--- src/rtl/frv_mmio_arbiter.sv ---
// frv_mmio_arbiter
// Two-port arbiter and sequencer for the timer/counter MMIO target.
// Port 0 is the core load/store unit, port 1 the debug/host path. One
// single-cycle mmio_en access is in flight at a time. Each transaction runs
// IDLE (grant) -> ISSUE (strobe) -> RESP (response). A short lock keeps a
// hi/lo word pair from one requester together.

module frv_mmio_arbiter #(
   parameter int unsigned LOCK_TIMEOUT = 8  // idle cycles a lock survives an absent owner, 1..255
) (
   input  logic        g_clk,
   input  logic        g_reset,

   input  logic        req0,
   input  logic        wen0,
   input  logic        lock0,
   input  logic [31:0] addr0,
   input  logic [31:0] wdata0,

   input  logic        req1,
   input  logic        wen1,
   input  logic        lock1,
   input  logic [31:0] addr1,
   input  logic [31:0] wdata1,

   output logic        gnt0,
   output logic        gnt1,
   output logic        rsp_valid0,
   output logic        rsp_valid1,
   output logic [31:0] rsp_rdata,
   output logic        rsp_error,

   output logic        mmio_en,
   output logic        mmio_wen,
   output logic [31:0] mmio_addr,
   output logic [31:0] mmio_wdata,
   input  logic [31:0] mmio_rdata,
   input  logic        mmio_error
);

   typedef enum logic [1:0] {
      ST_IDLE  = 2'd0,
      ST_ISSUE = 2'd1,
      ST_RESP  = 2'd2
   } state_t;

   // The lock is released once the counter has seen LOCK_TIMEOUT absent cycles,
   // i.e. when the count entering a cycle is LOCK_TIMEOUT-1.
   localparam logic [7:0] TIMEOUT_LAST = 8'(LOCK_TIMEOUT - 1);

   // ------------------------------------------------------------------
   // State
   // ------------------------------------------------------------------
   state_t      state_q,      state_d;
   logic        prio_q,       prio_d;       // port that wins a tie
   logic        locked_q,     locked_d;     // locked mode active
   logic        owner_q,      owner_d;      // lock owner port
   logic [7:0]  lock_cnt_q,   lock_cnt_d;   // owner-absent idle cycles
   logic        port_q,       port_d;       // port of the transaction in flight
   logic        lock_q,       lock_d;       // lock request of that transaction
   logic        mmio_en_q,    mmio_en_d;
   logic        mmio_wen_q,   mmio_wen_d;
   logic [31:0] mmio_addr_q,  mmio_addr_d;
   logic [31:0] mmio_wdata_q, mmio_wdata_d;

   // ------------------------------------------------------------------
   // Arbitration terms
   // ------------------------------------------------------------------
   logic in_idle;
   logic in_resp;
   logic elig0;
   logic elig1;
   logic win_port;
   logic grant;
   logic owner_req;
   logic owner_absent;

   assign in_idle  = (state_q == ST_IDLE);
   assign in_resp  = (state_q == ST_RESP);

   // In locked mode only the owner may be granted.
   assign elig0    = req0 && (!locked_q || !owner_q);
   assign elig1    = req1 && (!locked_q ||  owner_q);

   // A lone eligible requester wins; on a tie prio decides.
   assign win_port = (elig0 && elig1) ? prio_q : elig1;
   assign grant    = in_idle && (elig0 || elig1);

   assign owner_req    = owner_q ? req1 : req0;
   assign owner_absent = in_idle && locked_q && !owner_req;

   // ------------------------------------------------------------------
   // Next-state logic
   // ------------------------------------------------------------------
   // Compute the next value of every register from the FSM state and inputs.
   always_comb begin
      // NOTE: every signal gets its hold value first so no path leaves it
      // unassigned; a missing default here would infer a latch.
      state_d      = state_q;
      prio_d       = prio_q;
      locked_d     = locked_q;
      owner_d      = owner_q;
      lock_cnt_d   = lock_cnt_q;
      port_d       = port_q;
      lock_d       = lock_q;
      mmio_en_d    = 1'b0;
      mmio_wen_d   = mmio_wen_q;
      mmio_addr_d  = mmio_addr_q;
      mmio_wdata_d = mmio_wdata_q;

      unique case (state_q)
         ST_IDLE: begin
            // Count idle cycles in which the lock owner is not requesting.
            if (owner_absent) begin
               if (lock_cnt_q != 8'hFF) begin
                  lock_cnt_d = lock_cnt_q + 8'd1;
               end
               if (lock_cnt_q >= TIMEOUT_LAST) begin
                  locked_d = 1'b0;
                  prio_d   = !owner_q;
               end
            end

            if (grant) begin
               state_d      = ST_ISSUE;
               mmio_en_d    = 1'b1;
               port_d       = win_port;
               lock_d       = win_port ? lock1  : lock0;
               mmio_wen_d   = win_port ? wen1   : wen0;
               mmio_addr_d  = win_port ? addr1  : addr0;
               mmio_wdata_d = win_port ? wdata1 : wdata0;
               lock_cnt_d   = 8'd0;
            end
         end

         ST_ISSUE: begin
            state_d = ST_RESP;
         end

         ST_RESP: begin
            state_d = ST_IDLE;
            if (lock_q) begin
               // Keep ownership; the round-robin pointer stays where it is.
               locked_d = 1'b1;
               owner_d  = port_q;
            end else begin
               locked_d = 1'b0;
               prio_d   = !port_q;
            end
         end

         default: begin
            state_d = ST_IDLE;
         end
      endcase
   end

   // ------------------------------------------------------------------
   // Registers
   // ------------------------------------------------------------------
   // Single state register for the FSM and all registered outputs.
   always_ff @(posedge g_clk or posedge g_reset) begin
      if (g_reset) begin
         state_q      <= ST_IDLE;
         prio_q       <= 1'b0;
         locked_q     <= 1'b0;
         owner_q      <= 1'b0;
         lock_cnt_q   <= 8'd0;
         port_q       <= 1'b0;
         lock_q       <= 1'b0;
         mmio_en_q    <= 1'b0;
         mmio_wen_q   <= 1'b0;
         mmio_addr_q  <= 32'd0;
         mmio_wdata_q <= 32'd0;
      end else begin
         // NOTE: non-blocking assignments so every register samples the
         // pre-edge values; blocking here would chain updates in source order.
         state_q      <= state_d;
         prio_q       <= prio_d;
         locked_q     <= locked_d;
         owner_q      <= owner_d;
         lock_cnt_q   <= lock_cnt_d;
         port_q       <= port_d;
         lock_q       <= lock_d;
         mmio_en_q    <= mmio_en_d;
         mmio_wen_q   <= mmio_wen_d;
         mmio_addr_q  <= mmio_addr_d;
         mmio_wdata_q <= mmio_wdata_d;
      end
   end

   // ------------------------------------------------------------------
   // Outputs
   // ------------------------------------------------------------------
   // Grant and response strobes; both are held low while reset is asserted.
   always_comb begin
      gnt0       = grant && !win_port && !g_reset;
      gnt1       = grant &&  win_port && !g_reset;
      rsp_valid0 = in_resp && !port_q && !g_reset;
      rsp_valid1 = in_resp &&  port_q && !g_reset;
      rsp_rdata  = in_resp ? mmio_rdata : 32'd0;
      rsp_error  = in_resp ? mmio_error : 1'b0;
   end

   assign mmio_en    = mmio_en_q;
   assign mmio_wen   = mmio_wen_q;
   assign mmio_addr  = mmio_addr_q;
   assign mmio_wdata = mmio_wdata_q;

   // ------------------------------------------------------------------
   // Protocol invariants
   // ------------------------------------------------------------------
   a_no_back_to_back_en : assert property (@(posedge g_clk) disable iff (g_reset)
      mmio_en_q |=> !mmio_en_q);

   a_single_grant : assert property (@(posedge g_clk) disable iff (g_reset)
      !(gnt0 && gnt1));

   a_single_rsp : assert property (@(posedge g_clk) disable iff (g_reset)
      !(rsp_valid0 && rsp_valid1));

   a_en_only_in_issue : assert property (@(posedge g_clk) disable iff (g_reset)
      mmio_en_q == (state_q == ST_ISSUE));

endmodule
--- config.mk ---
export PLATFORM = sky130hd
export DESIGN_NAME = frv_mmio_arbiter
export DESIGN_NICKNAME = d
export VERILOG_FILES = /design/src/rtl/frv_mmio_arbiter.sv
export SDC_FILE = /design/constraint.sdc
export NUM_CORES = 1
export LEC_CHECK = 0
export ABC_AREA = 0
export BUFFER_PORTS_ARGS = -buffer_cell sky130_fd_sc_hd__buf_2
export CORE_AREA = 2 2 107 109
export DETAILED_ROUTE_END_ITERATION = 8
export DIE_AREA = 0 0 109 111
export GPL_ROUTABILITY_DRIVEN = 0
export PLACE_DENSITY = 0.72
export SLEW_MARGIN = 20
export SYNTH_ARGS = -nofsm -noshare
export SYNTH_HDL_FRONTEND = slang
export SYNTH_SLANG_ARGS = --single-unit
--- constraint.sdc ---
create_clock -name g_clk -period 3 [get_ports g_clk]
set_input_delay 0.15 -clock g_clk [delete_from_list [all_inputs] [get_ports g_clk]]
set_output_delay 0.15 -clock g_clk [all_outputs]
set_load 0.005 [all_outputs]
Yosys cells after proc, flatten, opt, wreduce, memory -nomap -nowiden

Index checks and enable logic that the tools add are counted.

Add/sub/neg operators: 1
$lt $le $gt $ge: 1
Equality and inequality tests: 7
Muxes and demuxes: 23
Reduce and logical (&&, ||, !) cells: 32

Operators with widths:

| operator            | count |
|---|---|
| $mux 32             | 3 |
| $mux 8              | 3 |
| $logic_and 1x1->1   | 14 |
| $mux 1              | 13 |
| $add 8x1->8 const B | 1 |
| $ge 8x3->1 const B  | 1 |
| $ne 8x8->1 const B  | 1 |
| $logic_not 1->1     | 6 |
| $ne 2x1->1 const B  | 3 |
| $reduce_and 3->1    | 2 |
| $reduce_bool 2->1   | 3 |
| $pmux 1 s2          | 2 |
| $pmux 2 s2          | 1 |
| $reduce_and 2->1    | 2 |
| $reduce_and 4->1    | 1 |
| $logic_or 1x1->1    | 3 |
| $eq 2x1->1 const B  | 1 |
| $eq 2x2->1 const B  | 1 |
| $logic_not 2->1     | 1 |
| $mux 2              | 1 |
| $ne 2x2->1 const B  | 1 |

Bits in registers: 81
Output and inout bits: 103
Word-level logic and storage cells: 75

Logic depth before layout (Yosys ltp)

Gate-level depths: netlist (run 1).

Word-level depth: 8
Depth in mapped cells: 7
Gate-level depth less buffers: 5

Least setup slack after synthesis (run 1)

Ideal clock, no wire load.

Kind: in2out
From: input port g_reset
To: output port rsp_valid1
Arrival time: 2.230 ns
Required time: 2.850 ns
Slack: 0.620 ns
Stages on the path: 2
Buffers on the path: 0
Cells stage by stage: inv_1 and3_1

Longest elaborated chain between the ends: 2

RTL lines:

| item              | line | text |
|---|---|---|
| from (decl)       | 12   | `input logic g_reset,` |
| $logic_not 1->1   | 200  | `rsp_valid1 = in_resp && port_q && !g_reset;` |
| $logic_and 1x1->1 | 200  |  |
| to (decl)         | 29   | `output logic rsp_valid1,` |

No other way between the ends.

Final worst setup path (run 1)

From: input port g_reset
To: output port gnt1

Longest elaborated chain between the ends: 2

RTL lines:

| item              | line | text |
|---|---|---|
| $logic_not 1->1   | 198  | `gnt1 = grant && win_port && !g_reset;` |
| $logic_and 1x1->1 | 198  |  |
| to (decl)         | 27   | `output logic gnt1,` |

No other way between the ends.

==> results of run 1 <==
worst paths after layout:
path | endpoint | depth (start not counted)
min | mmio_wdata[25]$_DFFE_PP0P_ | 2
max reg2reg | mmio_wdata[31]$_DFFE_PP0P_ | 5
max | gnt1 | 5
max in group asynchronous | mmio_wdata[17]$_DFFE_PP0P_ | 4
min in group asynchronous | mmio_wen$_DFFE_PP0P_ | 3
min reg2reg | state_q[1]$_DFFE_PP0P_ | 1
cell families (layout without fill, tap and decap cells):
kind of cell | Yosys count | in the layout | share of synthesized area [%]
buffers and inverters | 30 | 297 | 3.16
flip-flops | 81 | 81 | 52.2
AO/OA/AOI/OAI | 83 | 83 | 19.8
multiplexers | 5 | 5 | 1.39
adder cells (fa/ha/maj) | 1 | 1 | 0.322
AND/OR/NAND/NOR | 142 | 142 | 23.1
layout make-up:
class	instances	area (µm²)	area share [%]
inverters	3	12.5	0.219
clock inverters	5	78.8	1.38
well taps	143	179	3.14
clock buffers	11	243	4.26
repair buffers	278	1420	25.0
multi-input cells	231	1740	30.5
flip-flops and latches	81	2030	35.5
metal layers:
metal  share of wire [%]  global-route usage, %  vias to the layer above
met3                 7.7                   4.59                       16
met1                  37                   20.8                     1766
met2                  53                   36.0                      186
li1                    -                      -                     1795
met4                 1.7                   6.84                        0
met5                   0                      0                        -
Yosys cell counts, types with 2 or more instances:
cell | number | area share [%]
a21o_1 | 2 | 0.39
a21oi_1 | 6 | 0.77
a221o_1 | 66 | 17
and2_0 | 22 | 3.5
and2_1 | 79 | 13
and3_1 | 3 | 0.48
and4_1 | 2 | 0.45
and4b_1 | 2 | 0.52
buf_2 | 8 | 1.0
clkbuf_1 | 19 | 1.8
dfrtp_1 | 81 | 52
inv_1 | 2 | 0.19
mux2_2 | 3 | 0.87
mux2i_1 | 2 | 0.52
nand2_1 | 5 | 0.48
nand2b_1 | 2 | 0.32
nand3b_1 | 2 | 0.39
nor2_1 | 5 | 0.48
nor2b_1 | 2 | 0.32
nor3_1 | 6 | 0.77
o21ai_0 | 3 | 0.39
worst max-delay path, cell delays in order:
cell           delay (ns)
dlygate4sd3_1        0.54
buf_2                0.16
clkinv_2             0.59
and2_1               0.39
buf_2                0.13
flip-flops by register name, summed over array words and instances, names as in the netlist:
name / cells
mmio_addr: 32
mmio_wdata: 32
lock_cnt_q: 8
state_q: 2
lock_q: 1
locked_q: 1
mmio_en: 1
mmio_wen: 1
owner_q: 1
port_q: 1
prio_q: 1
report_power, final:
part | internal [mW] | leakage [nW] | switching (mW)
sequential | 1.61 | 0.999 | 0.294
combinational | 1.25 | 1.83 | 1.10
clock | 0.750 | 0.159 | 0.426
total | 3.61 | 2.99 | 1.82
==> impl_metrics.ini, run 1 <==
[setup_path]
required_ns = 2.85
crit_start = g_reset
rr_startpoint = state_q[0]$_DFFE_PP0P_
end_kind = output port
path_max_fanout = 45
r2r_setup_slack_ns = 1.03
start_kind = input pin
worstPathArrival_ns = 1.97
crit_type = input pin to output port

[global_routing]
grt_pass1_vias = 3834
antenna_found_initial = 0
grt-ovfl-total = 0
grt_first_pass_wirelength_um = 18200
track_usage_pct = 19.3
grt_max_degree = 69

[die]
die_x_um = 109
start_util_pct = 35.0
core-area_mm2 = 0.0111
die_h_um = 111
die_area_mm2 = 0.0121
pin_count = 272
num_rows = 39

[power_and_ir_drop]
p_leak_nw = 2.99
max-vdd-ir-drop_uv = 490
power.density_mw_per_mm2 = 952
p_total_mw = 5.43

[sta]
fin_ws_ns = 0.876
final.period_utilization_pct = 70.8
setup_viol = 0
grt_setup_unrepaired = false
hold_violations = 0
finClkSkew_ns = 0.00833
worst_hold_slack_ns = 0.0433
fin_crit_ns = 2.12
fmax_mhz = 471
maxSlewHeadroom_pct = 49.7
tightest_slew_ns = 0.753
tns_ns = 0
maxSlewViolCount = 0

[worst_hold_path]
hold_start = wdata0[25]
hp-class = input pin to register

[finish]
final_util_pct = 51.5
layout-drive-gt1-share_pct = 49.8
antenna_cells = 0
layout_commonest_cell = buf_2
synthToLayoutAreaGrowth_pct = 46.9
nNetsFinal = 774
final_cell_mix = buf_2 (271), dfrtp_1 (81), and2_1 (79)
final_area_mm2 = 0.00570
fill_cells = 1012
final-instance-count-excl-fill = 752

[placement]
placed_area_mm2 = 0.00535
place_ws_ns = 0.978
dp_cells = 734
dp_hpwl_um = 8810
io_buffers = 271

[synth]
synthCells = 342
avgSynthCellArea_um2 = 11.3
yosysWarnings = 0
synth_edf_count = 0
ys_seq_area_share_pct = 52.2
syn_area_mm2 = 0.00388
synth.distinct_cells = 41
syn_nets = 512
synthArstFlopShare_pct = 100
ys_ff_latch = 81
yosys_most_used_dff = dfrtp_1

[route]
wirelength_um = 11700
vias = 3763
drtAntennaViolNets = 0
drt_iter0_drc = 97
wl_per_cell_um = 15.5
viasPerCell = 5.00
dr.pass1.iters = 4
drc = 0

[cts]
cts_setup_buffers = 0
numCtsBuffers = 9
cts-resized-gates = 0
root_buffer = clkbuf_16
cts_sinks = 81
htree_levels = 3
cts_hold_buf = 1
clock_latency_ns = 0.33
cts_tree = done
ctsLongestPathBuffers = 2
clkTransAtPathRegs_ns = 0.07

[run]
maxCapViolCount = 0

[status]
outcome = finished clean
Power figures use the tool's default switching activity.
==> run 2, diff against run 1 <==
Clock period 3 ns to 2.15 ns, I/O delays scaled along.
==> impl_metrics.ini, run 2 (synthesis results as in run 1) <==
[status]
outcome = finished with violations
violations = hold timing

[finish]
layout-drive-gt1-share_pct = 48.7
antenna_cells = 0
nNetsFinal = 788
final_util_pct = 52.9
layout_commonest_cell = buf_2
final_cell_mix = buf_2 (271), dfrtp_1 (81), and2_1 (79)
synthToLayoutAreaGrowth_pct = 51.0

[global_routing]
grt-ovfl-total = 0
grt_max_degree = 73
grt_first_pass_wirelength_um = 17900
antenna_found_initial = 0
track_usage_pct = 19.1
grt_pass1_vias = 3860

[setup_path]
cpPeakStageDelay_ns = 0.66
r2r_end = lock_cnt_q[5]$_DFFE_PP0P_
crit_type = register to output port
start_kind = register
worstPathArrival_ns = 1.93
rr_startpoint = state_q[0]$_DFFE_PP0P_
required_ns = 2.04
path_max_fanout = 68
critPathSlowestCell = and4b_4
worstRegToRegCells = 4
r2r_setup_slack_ns = 0.24
crit_path_cell_trace = nand2b_1, and4b_4, and2_1, buf_2
end_kind = output port

[sta]
setup_viol = 0
finClkSkew_ns = 0.00683
fin_crit_ns = 2.03
fmax_mhz = 492
worst_hold_slack_ns = -0.00728
tightest_slew_ns = 0.633
maxSlewHeadroom_pct = 57.8
maxSlewViolCount = 0
hold_violations = 13
final.period_utilization_pct = 94.5
grt_setup_unrepaired = true

[die]
die_x_um = 109
die_area_mm2 = 0.0121
start_util_pct = 35.0
num_rows = 39
pin_count = 272
die_h_um = 111
core-area_mm2 = 0.0111

[power_and_ir_drop]
max-vdd-ir-drop_uv = 1020
p_leak_nw = 3.05
power.density_mw_per_mm2 = 1300

[route]
drtAntennaViolNets = 0
vias = 3824
dr.pass1.iters = 5
wl_per_cell_um = 15.2
drt_iter0_drc = 115
drc = 0
viasPerCell = 5.00
wirelength_um = 11600

[cts]
clkTransAtPathRegs_ns = 0.06
cts_sinks = 81
cts_tree = done
numCtsBuffers = 9
root_buffer = clkbuf_16
htree_levels = 3
clock_latency_ns = 0.33
ctsLongestPathBuffers = 2

[run]
maxCapViolCount = 0

[placement]
dp_hpwl_um = 8780
io_buffers = 271

[worst_hold_path]
hp-class = input pin to asynchronous set/reset pin
==> run 2: report_power, final <==
group	internal, mW	switching (mW)	leakage (nW)	total [mW]
logic	1.76	1.54	1.89	3.30
registers	2.25	0.421	0.999	2.67
clock network	1.11	0.564	0.162	1.67
==> run 2: stage by stage <==
| step | cells | total power [mW] | cell area (µm²) | worst slack [ns] | TNS, ns |
|---|---|---|---|---|---|
| floorplan | 342 | 4.61 | 3880 | 0.380 | 0 |
| global placement | 735 | 5.88 | 5370 | 0.231 | 0 |
| detailed placement | 735 | 6.01 | 5370 | 0.155 | 0 |
| CTS | 764 | 7.72 | 5850 | 0.0507 | 0 |
| global route | 765 | 8.20 | 5860 | -0.0439 | -0.0813 |
| finish | 765 | 7.64 | 5860 | 0.117 | 0 |
==> run 2: layout make-up <==
class / instances / area [µm²]
clock buffer: 13 / 270
sequential: 81 / 2030
timing repair buffer: 292 / 1560
inverter: 3 / 15.0
tap: 143 / 179
clock inverter: 2 / 60.1
fill: 991 / 5220
multi-input combinational: 231 / 1750
==> run 2: per-layer routing <==
layer | global-route usage [%] | share of wire, % | routed length, µm | up-vias
li1 | - | - | - | 1819
met1 | 19.9 | 36 | 4200 | 1787
met2 | 35.3 | 53 | 6130 | 193
met3 | 4.64 | 8.4 | 976 | 25
met4 | 8.21 | 2.5 | 296 | 0
met5 | 0 | 0 | 0 | -
==> run 2: how the worst max path moves through the flow <==
stage	from	endpoint	slack, ns
after floorplan	g_reset	rsp_valid1	0.38
after global routing	owner_q$_DFFE_PP0P_	gnt1	-0.04
after detailed placement	locked_q$_DFFE_PP0P_	mmio_addr[10]$_DFFE_PP0P_	0.15
after CTS	state_q[0]$_DFFE_PP0P_	gnt0	0.05
after global placement	locked_q$_DFFE_PP0P_	mmio_addr[10]$_DFFE_PP0P_	0.23
final	owner_q$_DFFE_PP0P_	gnt1	0.12
==> run 2: timing repair <==
action                                  4_1_cts  5_1_grt
endpoints found under the setup margin        1        2
buffers inserted                              0        0
pin swaps                                     0        1
hold endpoints to repair                     14        1
hold buffers                                 14        1
gates resized for setup                       1        1
==> run 2: worst max-delay path: cells and delay by family, from the launching register on <==
kind	cells	cell delay, ns
buffers and inverters	1	0.11
and+or+nand+nor	3	1.05
DFF	1	0.42
